File: config.mk
export PLATFORM = sky130hd
export DESIGN_NAME = bcd_display_scan
export DESIGN_NICKNAME = d
export VERILOG_FILES = /design/src/rtl/bcd_disp_pkg.sv /design/src/rtl/bcd_to_7seg.sv /design/src/rtl/bcd_display_scan.sv
export SDC_FILE = /design/constraint.sdc
export NUM_CORES = 1
export LEC_CHECK = 0
export BUFFER_PORTS_ARGS = -buffer_cell sky130_fd_sc_hd__buf_2
export CAP_MARGIN = 10
export CORE_UTILIZATION = 25
export DETAILED_ROUTE_END_ITERATION = 10
export PLACE_DENSITY = 0.4
export SKIP_LAST_GASP = 1
export SYNTH_ARGS = -nofsm -noshare
export SYNTH_HDL_FRONTEND = slang
export SYNTH_HIERARCHICAL = 1
export SYNTH_SLANG_ARGS = --single-unit
File: constraint.sdc
create_clock -name clk -period 5.5 [get_ports clk]
set_clock_uncertainty 0.05 [all_clocks]
set_input_delay 0.825 -clock clk [delete_from_list [all_inputs] [get_ports clk]]
set_output_delay 0.825 -clock clk [all_outputs]
set_load 0.02 [all_outputs]
File: src/rtl/bcd_disp_pkg.sv
// Shared types and active-low segment patterns for the multiplexed BCD display driver.
// Segment bit order is {g,f,e,d,c,b,a}; a 0 lights the segment.
package bcd_disp_pkg;

  typedef enum logic [0:0] {
    GAP  = 1'b0,
    SHOW = 1'b1
  } state_t;

  localparam logic [6:0] SEG_0     = 7'h40;
  localparam logic [6:0] SEG_1     = 7'h79;
  localparam logic [6:0] SEG_2     = 7'h24;
  localparam logic [6:0] SEG_3     = 7'h30;
  localparam logic [6:0] SEG_4     = 7'h19;
  localparam logic [6:0] SEG_5     = 7'h12;
  localparam logic [6:0] SEG_6     = 7'h02;
  localparam logic [6:0] SEG_7     = 7'h78;
  localparam logic [6:0] SEG_8     = 7'h00;
  localparam logic [6:0] SEG_9     = 7'h10;
  localparam logic [6:0] SEG_DASH  = 7'h3F;
  localparam logic [6:0] SEG_BLANK = 7'h7F;

endpackage

File: src/rtl/bcd_to_7seg.sv
// Combinational BCD to active-low seven-segment decoder; non-BCD codes show a dash.
module bcd_to_7seg
  import bcd_disp_pkg::*;
(
  input  logic [3:0] bcd,
  output logic [6:0] seg
);

  // Table lookup of the segment pattern.
  always_comb begin
    seg = SEG_DASH;
    case (bcd)
      4'd0:    seg = SEG_0;
      4'd1:    seg = SEG_1;
      4'd2:    seg = SEG_2;
      4'd3:    seg = SEG_3;
      4'd4:    seg = SEG_4;
      4'd5:    seg = SEG_5;
      4'd6:    seg = SEG_6;
      4'd7:    seg = SEG_7;
      4'd8:    seg = SEG_8;
      4'd9:    seg = SEG_9;
      default: seg = SEG_DASH;
    endcase
  end

endmodule

File: src/rtl/bcd_display_scan.sv
// Time-multiplexed common-anode display scanner with inter-digit blanking gaps,
// frame-synchronous digit snapshot and leading-zero suppression.
module bcd_display_scan
  import bcd_disp_pkg::*;
#(
  parameter int NUM_DIGITS   = 4,
  parameter int REFRESH_DIV  = 1000,
  parameter int BLANK_CYCLES = 2
) (
  input  logic                    clk,
  input  logic                    rst,
  input  logic [4*NUM_DIGITS-1:0] digits_i,
  input  logic                    load,
  output logic [6:0]              seg_o,
  output logic [NUM_DIGITS-1:0]   an_o
);

  localparam int MAX_CNT = (REFRESH_DIV > BLANK_CYCLES) ? REFRESH_DIV : BLANK_CYCLES;
  localparam int CW      = (MAX_CNT > 1) ? $clog2(MAX_CNT) : 1;
  localparam int IW      = $clog2(NUM_DIGITS);
  localparam logic [CW-1:0] BLANK_LAST   = CW'(BLANK_CYCLES - 1);
  localparam logic [CW-1:0] REFRESH_LAST = CW'(REFRESH_DIV - 1);
  localparam logic [IW-1:0] IDX_LAST     = IW'(NUM_DIGITS - 1);

  state_t                  state_r, state_nxt_s;
  logic [CW-1:0]           cnt_r, cnt_nxt_s;
  logic [IW-1:0]           idx_r, idx_nxt_s;
  logic                    frame_start_s;
  logic [4*NUM_DIGITS-1:0] pending_r, active_r;
  logic [NUM_DIGITS-1:0]   lead_blank_s;
  logic [3:0]              digit_sel_s;
  logic                    blank_sel_s;
  logic [6:0]              dec_seg_s, seg_nxt_s;
  logic [NUM_DIGITS-1:0]   an_nxt_s;
  logic                    zero_run_s;

  // Scan sequencing: gap/show dwell counters and digit index advance.
  always_comb begin
    state_nxt_s   = state_r;
    cnt_nxt_s     = cnt_r;
    idx_nxt_s     = idx_r;
    frame_start_s = 1'b0;
    case (state_r)
      GAP: begin
        if (cnt_r == BLANK_LAST) begin
          state_nxt_s = SHOW;
          cnt_nxt_s   = '0;
        end else begin
          cnt_nxt_s = cnt_r + CW'(1);
        end
      end
      SHOW: begin
        if (cnt_r == REFRESH_LAST) begin
          state_nxt_s = GAP;
          cnt_nxt_s   = '0;
          if (idx_r == IDX_LAST) begin
            idx_nxt_s     = '0;
            frame_start_s = 1'b1;
          end else begin
            idx_nxt_s = idx_r + IW'(1);
          end
        end else begin
          cnt_nxt_s = cnt_r + CW'(1);
        end
      end
      default: begin
        state_nxt_s = GAP;
        cnt_nxt_s   = '0;
        idx_nxt_s   = '0;
      end
    endcase
  end

  // A digit is suppressed when it and every more significant digit are zero; digit 0 never is.
  always_comb begin
    zero_run_s   = 1'b1;
    lead_blank_s = '0;
    for (int k = NUM_DIGITS - 1; k >= 1; k--) begin
      zero_run_s      = zero_run_s & (active_r[4*k +: 4] == 4'd0);
      lead_blank_s[k] = zero_run_s;
    end
  end

  // Select the digit about to be shown and build the next output pattern.
  always_comb begin
    digit_sel_s = 4'd0;
    blank_sel_s = 1'b0;
    an_nxt_s    = '1;
    for (int k = 0; k < NUM_DIGITS; k++) begin
      if (idx_nxt_s == IW'(k)) begin
        digit_sel_s = active_r[4*k +: 4];
        blank_sel_s = lead_blank_s[k];
        an_nxt_s[k] = (state_nxt_s == SHOW) ? 1'b0 : 1'b1;
      end else begin
        an_nxt_s[k] = 1'b1;
      end
    end
    if ((state_nxt_s == SHOW) && !blank_sel_s) begin
      seg_nxt_s = dec_seg_s;
    end else begin
      seg_nxt_s = SEG_BLANK;
    end
  end

  bcd_to_7seg u_dec (
    .bcd (digit_sel_s),
    .seg (dec_seg_s)
  );

  // State, snapshot registers and registered display outputs.
  always_ff @(posedge clk or negedge rst) begin
    if (!rst) begin
      state_r   <= GAP;
      cnt_r     <= '0;
      idx_r     <= '0;
      pending_r <= '0;
      active_r  <= '0;
      seg_o     <= SEG_BLANK;
      an_o      <= '1;
    end else begin
      state_r   <= state_nxt_s;
      cnt_r     <= cnt_nxt_s;
      idx_r     <= idx_nxt_s;
      pending_r <= load ? digits_i : pending_r;
      active_r  <= frame_start_s ? pending_r : active_r;
      seg_o     <= seg_nxt_s;
      an_o      <= an_nxt_s;
    end
  end

endmodule

==> flow_summary.rst, run 1 <==
.. list-table::
   :header-rows: 1

   * - Metric
     - Value
   * - Status
     - complete, but fails checks
   * - Violated checks
     - design-rule violations
   * - Die Area
     - about 12000 um2
   * - Synth async-reset ratio
     - 100%
   * - Kind of end point of the critical path
     - flop
   * - Number of rows created at floorplan
     - 39
   * - Syn_area_per_cell
     - 10.8 um2
   * - Gate power share
     - 3.8%
   * - Hold WC Path Type
     - flop to flop
   * - R2r startpoint
     - idx_r[1]$_DFF_PN0_
   * - Count of instances resized after the clock tree is built
     - 0
   * - Fraction of layout cells with a size suffix above 1
     - between 30% and 40%
   * - Die height
     - 112 um
   * - Sum of negative setup slack
     - 0 ns
   * - Max H-tree Level
     - 2
   * - Final hold violations
     - 0
   * - Source of the worst hold timing path
     - pending_r[2]$_DFFE_PN0P_
   * - Avg WL per Cell
     - 14.1 um
   * - Sw Share
     - 20.7%
   * - Starting Density
     - 26.1%
   * - Max capacitance violation total
     - 0
   * - Peak per-stage delay on the critical path
     - 0.70 ns
   * - Clock insertion delay at the later pin of the skew report
     - 0.29 ns
   * - Total design power
     - ~0.77 mW
   * - Wire length of the first global-routing pass
     - 11200 um
   * - Syn Std Cell Area
     - 3010 um2
   * - Startpoint kind of the worst setup timing path
     - flop
   * - Critical-path top delay cell
     - sky130_fd_sc_hd__dfrtp_1
   * - Post-Syn Nets
     - 306
   * - Fraction of power consumed by sequential logic
     - 55.9%
   * - Vias in the first global route
     - 2099
   * - Timing startpoint of the critical path
     - idx_r[1]$_DFF_PN0_
   * - Final setup fails
     - 0
   * - Final worst path period share
     - 65.9%
   * - Power density cells
     - about 220 nW/um2
   * - Count of different cell masters after synthesis
     - 40
   * - Die Width
     - approximately 110 um
   * - Cell chosen for the clock root
     - sky130_fd_sc_hd__clkbuf_16
   * - Antenna diode count
     - 0
   * - Antenna violations before repair
     - 0
   * - HPWL after DPL
     - 4550 um
   * - DRT Wirelength
     - 6340 um
   * - Number of enable-type register cells in the synthesized netlist
     - 0
   * - Fin. max-slew vios
     - 0
   * - Cts hold-fix bufs
     - 0
   * - Normalized max-slew margin
     - about two fifths
   * - Cell area after layout
     - 3420 um2
   * - Layout Area Growth over Synthesis
     - 13.5%
   * - Clk sink count
     - between 50 and 60
   * - Sw power
     - 0.159 mW
   * - Num CTS Buffers
     - 5
   * - Routability congestion estimate
     - 0.747
   * - Global routing usage summed across all routing layers
     - about 11%
   * - Overflow left after global routing
     - 0
   * - Post-layout min period
     - about 3.6 ns
   * - Number of ports placed on the die boundary
     - 30
   * - Floorplan core area
     - 11600 um2
   * - Post-route ant nets
     - 0
   * - Leakage power
     - 1.53 nW
   * - Critical path required time
     - 5.63 ns
   * - Net total in the final layout
     - 331
   * - Yosys reg bits
     - 56
   * - Reg2reg setup slack
     - between 1.5 and 2 ns
   * - Post-detailed-route via-to-cell ratio
     - 4.66
   * - Worst slew pin tran
     - 0.910 ns
   * - Via count
     - 2088
   * - Leading cell types in the layout, fill and taps excluded
     - sky130_fd_sc_hd__dfrtp_1 (45), sky130_fd_sc_hd__nor2_1 (34), sky130_fd_sc_hd__buf_2 (29)
   * - Most used DFF post-synth
     - sky130_fd_sc_hd__dfrtp_1
   * - CTS tree
     - done
   * - Critical path data arrival time
     - roughly 3.8 ns
   * - Unrepaired setup endpoints after global routing
     - no
   * - Instance count of the mapped netlist
     - 279
   * - Number of port buffers
     - 29
   * - Pin count of the biggest net entering global routing
     - 57
   * - Post-synthesis sequential area ratio
     - 46.9%
   * - Total number of yosys warnings
     - 6
   * - Tightest hold margin
     - between 0.4 and 0.5 ns
   * - Final design utilization
     - between 20% and 30%
   * - Clock power frac
     - around two fifths
   * - Fmax
     - 276 MHz
   * - Internal Power
     - 0.609 mW
   * - Bufs on Longest Clock Path
     - 2
   * - Setup Crit Path Kind
     - flop to flop
   * - Count of unresolved DRC violations after routing
     - 4
   * - Worst IR Drop VDD
     - around 0.11 mV
   * - Length of the first detailed-routing pass in iterations
     - 7
   * - Post-CTS Setup Bufs
     - 0
   * - Worst-path clk slew
     - 0.07 ns
   * - Max Fanout on Critical Path
     - 20
   * - Area after DPL
     - 3280 um2
   * - Most frequent standard cell in the layout excluding fill and tap cells
     - sky130_fd_sc_hd__dfrtp_1
   * - Violation count after the first detailed-routing iteration
     - 57
   * - Critical-path cell list
     - ha_1 > nand2b_1 > a2111oi_0 > nor2_1 > mux2i_1 > inv_1 > ha_1 > or2_4 > a21oi_2 > nor2_1 > nor4_1 > a31oi_1
sequential cells by signal, indices dropped and copies added (netlist names):
register,cells
state_r,1
seg_o,7
active_r,16
idx_r,2
cnt_r,10
an_o,4
pending_r,16
per-layer routing:
metal | up-vias | share of wire (%) | GRT usage [%]
met1 | 991 | 50 | 15.6
met3 | 4 | 3.6 | 2.18
met4 | 0 | 0.88 | 2.97
met5 | - | 0 | 0
li1 | 1057 | - | -
met2 | 36 | 45 | 17.2
power by group through the flow:
stage / logic (mW) / clock network [mW] / registers (mW)
global placement: 0.0300 / 0 / 0.437
global route: 0.0338 / 0.343 / 0.431
detailed placement: 0.0308 / 0 / 0.438
floorplan: 0.0145 / 0 / 0.435
finish: 0.0292 / 0.310 / 0.429
CTS: 0.0308 / 0.329 / 0.430
final cells by class:
cell class                      count  area (um2)
Timing Repair Buffer               32         168
Inverter                            6        22.5
Multi-Input combinational cell    203        1500
Tap cell                          143         179
Fill cell                        1210        8140
Clock buffer                        6         129
Sequential cell                    56        1420
Clock inverter                      2        13.8
Yosys cell counts (all sizes together) (6+ instances only):
| cell | n | area (um2) |
|---|---|---|
| dfrtp | 45 | 1130 |
| nor2 | 36 | 140 |
| mux2 | 32 | 398 |
| nand2 | 26 | 105 |
| nand2b | 18 | 113 |
| dfstp | 11 | 289 |
| a31oi | 10 | 62.6 |
| nor4 | 9 | 56.3 |
| a2111oi | 8 | 70.1 |
| a32oi | 8 | 70.1 |
| buf | 8 | 58.8 |
| ha | 8 | 100 |
| clkbuf | 6 | 22.5 |
| inv | 6 | 22.5 |
stage by stage:
step                std cells  setup slack (ns)
floorplan                 279              2.51
global placement          440              1.98
detailed placement        440              1.92
CTS                       448              1.85
global route              448              1.45
finish                    448              1.88
cells by family (layout without fill, tap and decap cells):
group                      count (synthesis)  in the layout  synth area share (%)
AOI/OAI and AO/OA                         35             35                  8.80
xor gates and xnor gates                   8              8                  2.32
adders and majority gates                  8              8                  3.32
buffers and inverters                     20             46                  3.45
DFF                                       56             56                  46.9
muxes                                     36             36                  14.5
and+or+nand+nor                          116            116                  20.6
critical path, delay by kind of cell (launching register included):
kind	cells	cell delay, ns
and+or+nand+nor	5	0.92
adders and majority gates	2	0.72
DFF	1	0.70
AOI/OAI and AO/OA	3	0.63
muxes	1	0.35
buffers and inverters	1	0.15
final timing paths:
check                      cells after the start                        to
max reg2reg                                   12        seg_o[3]$_DFF_PN1_
min in group asynchronous                      2  pending_r[3]$_DFFE_PN0P_
min                                            1   active_r[2]$_DFFE_PN0P_
min reg2reg                                    1   active_r[2]$_DFFE_PN0P_
max in group asynchronous                      2        idx_r[1]$_DFF_PN0_
max                                           12        seg_o[3]$_DFF_PN1_
No activity file was read; power rests on OpenSTA's default activity.
==> run 2: changes to the inputs <==
Settings changed: ABC_AREA set to 1, PLACE_DENSITY 0.4 to 0.42.
Clock period 5.5 ns to 3.3 ns, I/O delays scaled along.
==> run 2 against run 1 <==
The run now ends clean. Sequential power rose by 65%. Global-route usage fell by 0.16 points. Critical endpoint unchanged. Clock power rose by 53%. Critical path depth rose by 4. Largest power group unchanged.
==> flow_summary.rst, run 2 <==
.. list-table::
   :header-rows: 1

   * - Metric
     - Value
   * - Status
     - finished, final reports clean
   * - Fraction of layout cells with a size suffix above 1
     - 23.1% (-7.1 points)
   * - Floorplan core area
     - 10800 um2 (-6.3%)
   * - Setup Crit Path Kind
     - flop to flop
   * - Most numerous cell in the Yosys netlist
     - sky130_fd_sc_hd__nand2_1
   * - Num CTS Buffers
     - 5 (unchanged)
   * - Hold WC Path Type
     - input pin to async pin
   * - Unrepaired setup endpoints after global routing
     - no
   * - Vias in the first global route
     - 2053 (-2.2%)
   * - Yosys reg bits
     - 56 (unchanged)
   * - Clock power frac
     - 38.3% (-2.0 points)
   * - Post-layout min period
     - 2.62 ns (-1.01 ns)
   * - Post-route ant nets
     - 0 (unchanged)
   * - Share of the synthesized area in the top cell type
     - 40.5% (+3.2 points)
   * - Number of rows created at floorplan
     - 38 (-2.6%)
   * - Pin count of the biggest net entering global routing
     - 47 (-18%)
   * - Global routing usage summed across all routing layers
     - 10.9% (-0.16 points)
   * - Internal Power
     - 0.952 mW (+56%)
   * - Most frequent standard cell in the layout excluding fill and tap cells
     - sky130_fd_sc_hd__nand2_1
   * - Total of fill cells in the finished design
     - 1187 (-1.9%)
   * - Cts hold-fix bufs
     - 0 (unchanged)
   * - Worst slack at placement
     - 0.698 ns (-1.22 ns)
   * - Post-synthesis sequential area ratio
     - 50.9% (+4.0 points)
   * - Die height
     - 107 um (-3.9%)
   * - Overflow left after global routing
     - 0 (unchanged)
   * - Number of ports placed on the die boundary
     - 30 (unchanged)
   * - Worst-path clk slew
     - 0.10 ns (+0.03 ns)
   * - Max Fanout on Critical Path
     - 11 (-45%)
   * - Startpoint kind of the worst setup timing path
     - flop
   * - Die Width
     - 107 um (-3.9%)
   * - Leading cell types in the layout, fill and taps excluded
     - sky130_fd_sc_hd__nand2_1 (78), sky130_fd_sc_hd__inv_1 (46), sky130_fd_sc_hd__dfrtp_1 (45)
   * - Most used DFF post-synth
     - sky130_fd_sc_hd__dfrtp_1
   * - Power density cells
     - 383 nW/um2 (+71%)
   * - Sw Share
     - 22.9% (+2.2 points)
   * - Total number of yosys warnings
     - 6 (unchanged)
   * - Kind of end point of the critical path
     - flop
   * - Post-detailed-route via-to-cell ratio
     - 4.16 (-11%)
   * - Max capacitance violation total
     - 0 (unchanged)
   * - Syn Std Cell Area
     - 2780 um2 (-7.8%)
   * - Gate power share
     - 4.4% (+0.6 points)
   * - Area contributors post-synth
     - sky130_fd_sc_hd__dfrtp_1 (41%), sky130_fd_sc_hd__nand2_1 (11%), sky130_fd_sc_hd__dfstp_2 (10%), sky130_fd_sc_hd__inv_1 (6.2%), sky130_fd_sc_hd__o21ai_0 (6.1%)
   * - Critical path data arrival time
     - 2.82 ns (-0.93 ns)
   * - Fin. max-slew vios
     - 0 (unchanged)
   * - Net total in the final layout
     - 386 (+17%)
   * - Count of unresolved DRC violations after routing
     - 0 (-4)
   * - Antenna diode count
     - 0 (unchanged)
   * - Worst IR Drop VDD
     - 0.213 mV (+99%)
   * - Sum of negative setup slack
     - 0 ns (unchanged)
   * - Setup slack of the critical path after layout
     - 0.685 ns (-1.19 ns)
   * - Wire length of the first global-routing pass
     - 9840 um (-12%)
   * - Syn_area_per_cell
     - 8.49 um2 (-21%)
   * - Post-CTS Setup Bufs
     - 0 (unchanged)
   * - Critical path required time
     - 3.50 ns (-2.13 ns)
   * - HPWL after DPL
     - 4030 um (-11%)
   * - Antenna violations before repair
     - 0 (unchanged)
   * - Layout Area Growth over Synthesis
     - 16.0%
   * - Max H-tree Level
     - 2 (unchanged)
   * - Worst slew pin tran
     - 0.600 ns (-0.310 ns)
   * - Clk sink count
     - 56 (unchanged)
   * - Final hold violations
     - 0 (unchanged)
   * - Post-Syn Nets
     - 354 (+16%)
   * - Count of instances resized after the clock tree is built
     - 0 (unchanged)
   * - Leakage power
     - 1.54 nW (+0.20%)
   * - Largest area contributor in the synthesized netlist
     - sky130_fd_sc_hd__dfrtp_1
   * - Cell chosen for the clock root
     - sky130_fd_sc_hd__clkbuf_8
   * - Most frequent cells after synthesis
     - sky130_fd_sc_hd__nand2_1 (78), sky130_fd_sc_hd__inv_1 (46), sky130_fd_sc_hd__dfrtp_1 (45)
   * - Starting Density
     - 25.6% (-0.44 points)
   * - Fmax
     - 382 MHz (+39%)
   * - Sw power
     - 0.283 mW (+77%)
   * - Length of the first detailed-routing pass in iterations
     - 4 (-3)
   * - Die Area
     - 11500 um2 (-7.7%)
   * - Synth async-reset ratio
     - 100% (unchanged)
   * - Count of different cell masters after synthesis
     - 25 (-38%)
   * - Routability congestion estimate
     - 0.816 (+9.2%)
   * - Fraction of power consumed by sequential logic
     - 57.3% (+1.4 points)
   * - Final setup fails
     - 0 (unchanged)
   * - CTS tree
     - done
   * - Avg WL per Cell
     - 11.0 um (-22%)
   * - Via count
     - 2081 (-0.34%)
   * - Bufs on Longest Clock Path
     - 2 (unchanged)
   * - Violation count after the first detailed-routing iteration
     - 72 (+26%)
   * - Instance count of the mapped netlist
     - 327 (+17%)
   * - Registers with the most flip-flops
     - active_r (16), pending_r (16), cnt_r (10)
   * - Normalized max-slew margin
     - 60.0% (+21 points)
   * - Final worst path period share
     - 79.3% (+13 points)
   * - Clock insertion delay at the later pin of the skew report
     - 0.32 ns (+0.03 ns)
   * - Final design utilization
     - 29.7% (+0.13 points)
   * - Number of enable-type register cells in the synthesized netlist
     - 0 (unchanged)
   * - Number of port buffers
     - 29 (unchanged)
   * - DRT Wirelength
     - 5510 um (-13%)
==> run 2: cell count changes after synthesis, sizes merged, moves of 10 or more <==
cell,before,now
nand3,5,25
nand2b,18,0
inv,6,49
nand2,26,95
mux2,32,0
o21ai,3,34
nor2,36,26
==> run 2: area by class of cell <==
cell class	instances	area [um2]	area share, %
Sequential cell	56	1420	43.9
Multi-Input combinational cell	215	1140	35.5
Timing Repair Buffer	32	188	5.83
Inverter	49	184	5.71
Tap cell	140	175	5.44
Clock buffer	5	68.8	2.14
Clock inverter	3	46.3	1.44
==> run 2: per-layer routing <==
| metal | wire, um | GRT usage [%] | part of all wire (%) |
|---|---|---|---|
| met5 | 0 | 0 | 0 |
| met4 | 89 | 4.01 | 1.6 |
| met3 | 235 | 2.60 | 4.3 |
| met2 | 2260 | 16.5 | 41 |
| met1 | 2930 | 15.1 | 53 |
==> run 2: cells by family (layout without fill, tap and decap cells) <==
logic type / count (synthesis) / count (layout) / synth area share, %
DFF: 56 / 56 / 50.9
AOI/OAI and AO/OA: 37 / 37 / 6.71
and+or+nand+nor: 168 / 168 / 30.3
xor gates and xnor gates: 2 / 2 / 0.631
buffers and inverters: 56 / 89 / 7.84
adders and majority gates: 8 / 8 / 3.60
==> run 2: final timing paths <==
kind	from	to	slack, ns	cells after the start
min in group clk	digits_i[6]	pending_r[6]$_DFFE_PN0P_	0.32	3
max in group asynchronous	rst	seg_o[0]$_DFF_PN1_	2.42	2
worst min register to register	cnt_r[0]$_DFF_PN0_	cnt_r[0]$_DFF_PN0_	0.45	1
worst max register to register	cnt_r[0]$_DFF_PN0_	seg_o[3]$_DFF_PN1_	0.68	16
worst max-delay path	cnt_r[0]$_DFF_PN0_	seg_o[3]$_DFF_PN1_	0.68	16
worst min-delay path	rst	pending_r[14]$_DFFE_PN0P_	0.13	1
==> run 2: critical path, cell delays in order (launching register included) <==
cell	delay, ns
sky130_fd_sc_hd__dfrtp_1	0.41
sky130_fd_sc_hd__ha_1	0.20
sky130_fd_sc_hd__nand2_1	0.12
sky130_fd_sc_hd__nor2_2	0.17
sky130_fd_sc_hd__nand3_2	0.11
sky130_fd_sc_hd__nand2_1	0.07
sky130_fd_sc_hd__nand2_1	0.24
sky130_fd_sc_hd__nor2_2	0.26
sky130_fd_sc_hd__nand2_1	0.07
sky130_fd_sc_hd__nand4_1	0.12
sky130_fd_sc_hd__inv_1	0.12
sky130_fd_sc_hd__ha_1	0.29
sky130_fd_sc_hd__nand2_1	0.07
sky130_fd_sc_hd__nand3_1	0.10
sky130_fd_sc_hd__nand2_1	0.05
sky130_fd_sc_hd__inv_1	0.06
sky130_fd_sc_hd__nand2_2	0.04
==> run 2: power groups by stage <==
stage | Combinational, mW | Sequential [mW] | Clock (mW)
after floorplan | 0.0210 | 0.720 | 0
after global placement | 0.0524 | 0.720 | 0
after detailed placement | 0.0536 | 0.721 | 0
after CTS | 0.0536 | 0.708 | 0.493
after global routing | 0.0663 | 0.709 | 0.522
final | 0.0547 | 0.708 | 0.473
==> run 2: metrics by stage <==
| step | power, mW | cell area (um2) | hold slack, ns | instances |
|---|---|---|---|---|
| 5_1_grt | 1.30 | 3220 | 0.163 | 500 |
| 3_3_place_gp | 0.773 | 3080 | 0.425 | 491 |
| 4_1_cts | 1.25 | 3190 | 0.314 | 499 |
| 3_5_place_dp | 0.774 | 3080 | 0.441 | 491 |
| 6_report | 1.23 | 3220 | 0.126 | 500 |
| 2_1_floorplan | 0.741 | 2780 | 0.149 | 327 |
==> run 3: changes to the inputs <==
Settings changed: PLACE_DENSITY 0.42 to 0.41.
Clock period 3.3 ns to 2.5 ns, I/O delays scaled along.
==> run 3 against run 2 <==
Global-route usage down 0.066 points. Die area unchanged. Maximum frequency up 14%. Power up 25%. Worst setup slack worse by 0.47 ns. Cell count up 1.2%. Sequential share of layout area down 0.70 points. Wire length up 2.2%. Largest cell class unchanged. Largest power group unchanged.
==> flow_summary.rst, run 3 (synthesis gave the netlist of run 2 again) <==
.. list-table::
   :header-rows: 1

   * - Metric
     - Value
   * - CTS tree
     - done
   * - Routability congestion estimate
     - 0.815 (about the same)
   * - Power density cells
     - 471 nW/um2 (+23%)
   * - Overflow left after global routing
     - 0 (unchanged)
   * - Number of port buffers
     - 29 (unchanged)
   * - Fmax
     - 437 MHz (+14%)
   * - DRT Wirelength
     - 5640 um (+2.2%)
   * - Final setup fails
     - 0 (unchanged)
   * - Setup Crit Path Kind
     - flop to flop
   * - Avg WL per Cell
     - 11.1 um (+1.0%)
   * - Kind of end point of the critical path
     - flop
   * - Bufs on Longest Clock Path
     - 2 (unchanged)
   * - Violation count after the first detailed-routing iteration
     - 84 (+17%)
   * - Starting Density
     - 25.6% (unchanged)
   * - Normalized max-slew margin
     - 71.0% (+11 points)
   * - Pin count of the biggest net entering global routing
     - 57 (+21%)
   * - Final worst path period share
     - 91.6% (+12 points)
   * - Leading cell types in the layout, fill and taps excluded
     - sky130_fd_sc_hd__nand2_1 (76), sky130_fd_sc_hd__inv_1 (45), sky130_fd_sc_hd__dfrtp_1 (45)
   * - Number of rows created at floorplan
     - 38 (unchanged)
   * - Max capacitance violation total
     - 0 (unchanged)
   * - HPWL after DPL
     - 4040 um (+0.36%)
   * - Final hold violations
     - 0 (unchanged)
   * - Post-layout min period
     - 2.29 ns (-0.325 ns)
   * - Clk sink count
     - 56 (unchanged)
   * - Hold WC Path Type
     - input pin to flop
   * - Worst slack at placement
     - -0.0373 ns (-0.735 ns)
   * - Fin. max-slew vios
     - 0 (unchanged)
   * - Critical path required time
     - 2.72 ns (-0.78 ns)
   * - Worst slew pin tran
     - 0.435 ns (-0.164 ns)
   * - Die height
     - 107 um (unchanged)
   * - Registers with the most flip-flops
     - active_r (16), pending_r (16), cnt_r (10)
   * - Layout Area Growth over Synthesis
     - 17.9%
   * - Via count
     - 2060 (-1.0%)
   * - Clock insertion delay at the later pin of the skew report
     - 0.33 ns (about the same)
   * - Post-route ant nets
     - 0 (unchanged)
   * - Max H-tree Level
     - 2 (unchanged)
   * - Max Fanout on Critical Path
     - 11 (unchanged)
   * - Setup slack of the critical path after layout
     - 0.210 ns (-0.475 ns)
   * - Hold Path Stages
     - 3
   * - Num CTS Buffers
     - 5 (unchanged)
   * - Post-detailed-route via-to-cell ratio
     - 4.07 (-2.2%)
   * - Die Area
     - 11500 um2 (unchanged)
   * - Vias in the first global route
     - 2003 (-2.4%)
   * - Fraction of layout cells with a size suffix above 1
     - 25.1% (+2.1 points)
   * - Total of fill cells in the finished design
     - 1184 (-0.25%)
   * - Most frequent standard cell in the layout excluding fill and tap cells
     - sky130_fd_sc_hd__nand2_1
   * - Cell chosen for the clock root
     - sky130_fd_sc_hd__clkbuf_8
   * - Wire length of the first global-routing pass
     - 9870 um (+0.28%)
   * - Antenna diode count
     - 0 (unchanged)
   * - Length of the first detailed-routing pass in iterations
     - 4 (unchanged)
   * - Leakage power
     - 1.57 nW (+1.9%)
   * - Reg2reg path depth
     - 16 (unchanged)
   * - Startpoint kind of the worst setup timing path
     - flop
   * - Tightest hold margin
     - 0.189 ns (+0.0626 ns)
   * - Status
     - finished, final reports clean
   * - Antenna violations before repair
     - 0 (unchanged)
   * - Count of unresolved DRC violations after routing
     - 0 (unchanged)
   * - Floorplan core area
     - 10800 um2 (unchanged)
   * - Unrepaired setup endpoints after global routing
     - no
   * - Number of ports placed on the die boundary
     - 30 (unchanged)
   * - Worst IR Drop VDD
     - 0.239 mV (+12%)
   * - Net total in the final layout
     - 392 (+1.6%)
   * - Critical path data arrival time
     - 2.51 ns (-0.31 ns)
   * - Die Width
     - 107 um (unchanged)
   * - Worst-path clk slew
     - 0.12 ns (+0.02 ns)
   * - Global routing usage summed across all routing layers
     - 10.8% (-0.066 points)
## run 3: through the flow
stage               area, um2  setup TNS [ns]  total power, mW  std cells  util (%)
finish                   3270               0             1.54        506      30.2
floorplan                2780               0            0.978        327         -
CTS                      3240               0             1.58        505      29.9
global placement         3130               0             1.02        496      28.9
detailed placement       3130         -0.0373             1.02        496      28.9
global route             3270               0             1.63        506      30.2
## run 3: power breakdown
part	switching (mW)	internal (mW)
clock network	0.333	0.205
registers	0.00513	0.929
logic	0.0461	0.0245
total	0.384	1.16
## run 3: final timing paths
| check | from | endpoint | slack (ns) |
|---|---|---|---|
| worst max register to register | cnt_r[0]$_DFF_PN0_ | seg_o[3]$_DFF_PN1_ | 0.21 |
| worst max-delay path | cnt_r[0]$_DFF_PN0_ | seg_o[3]$_DFF_PN1_ | 0.21 |
| max in group asynchronous | rst | an_o[0]$_DFF_PN1_ | 1.58 |
| worst min-delay path | digits_i[6] | pending_r[6]$_DFFE_PN0P_ | 0.19 |
| worst min register to register | active_r[2]$_DFFE_PN0P_ | active_r[2]$_DFFE_PN0P_ | 0.46 |
| min in group asynchronous | rst | active_r[2]$_DFFE_PN0P_ | 0.52 |
## run 3: what timing repair did
| action | CTS | global route |
|---|---|---|
| resized for setup | 1 | 7 |
| buffers inserted | 0 | 1 |
| pin swaps | 0 | 3 |
| hold endpoints to repair | 19 | 0 |
| hold buffers | 1 | 0 |
| endpoints found under the setup margin | 1 | 7 |
## run 3: routing by layer
| layer | wire, um | GRT usage, % | vias up |
|---|---|---|---|
| met4 | 82 | 3.23 | 0 |
| li1 | - | - | 1109 |
| met1 | 2990 | 15.8 | 895 |
| met5 | 0 | 0 | - |
| met3 | 246 | 2.24 | 11 |
| met2 | 2320 | 16.0 | 45 |
## run 3: area by class of cell
| class | instances | area (um2) | share of cell area [%] |
|---|---|---|---|
| flip-flops and latches | 56 | 1420 | 43.2 |
| multi-input cells | 215 | 1180 | 36.0 |
| repair buffers | 38 | 228 | 6.95 |
| inverters | 49 | 184 | 5.62 |
| well taps | 140 | 175 | 5.35 |
| clock buffers | 5 | 68.8 | 2.10 |
| clock inverters | 3 | 26.3 | 0.802 |
## run 3: critical path, stage by stage, from the launching register on
cell and delay (ns):
sky130_fd_sc_hd__dfrtp_1 0.43, sky130_fd_sc_hd__ha_4 0.16, sky130_fd_sc_hd__nand2_2 0.08, sky130_fd_sc_hd__nor2_4 0.12, sky130_fd_sc_hd__nand3_2 0.11, sky130_fd_sc_hd__nand2_1 0.12
sky130_fd_sc_hd__nand2_4 0.12, sky130_fd_sc_hd__nor2_4 0.14, sky130_fd_sc_hd__nand2_1 0.07, sky130_fd_sc_hd__nand4_1 0.12, sky130_fd_sc_hd__inv_1 0.10, sky130_fd_sc_hd__ha_1 0.29
sky130_fd_sc_hd__nand2_1 0.09, sky130_fd_sc_hd__nand3_1 0.08, sky130_fd_sc_hd__nand2_1 0.06, sky130_fd_sc_hd__inv_1 0.04, sky130_fd_sc_hd__nand2_2 0.05
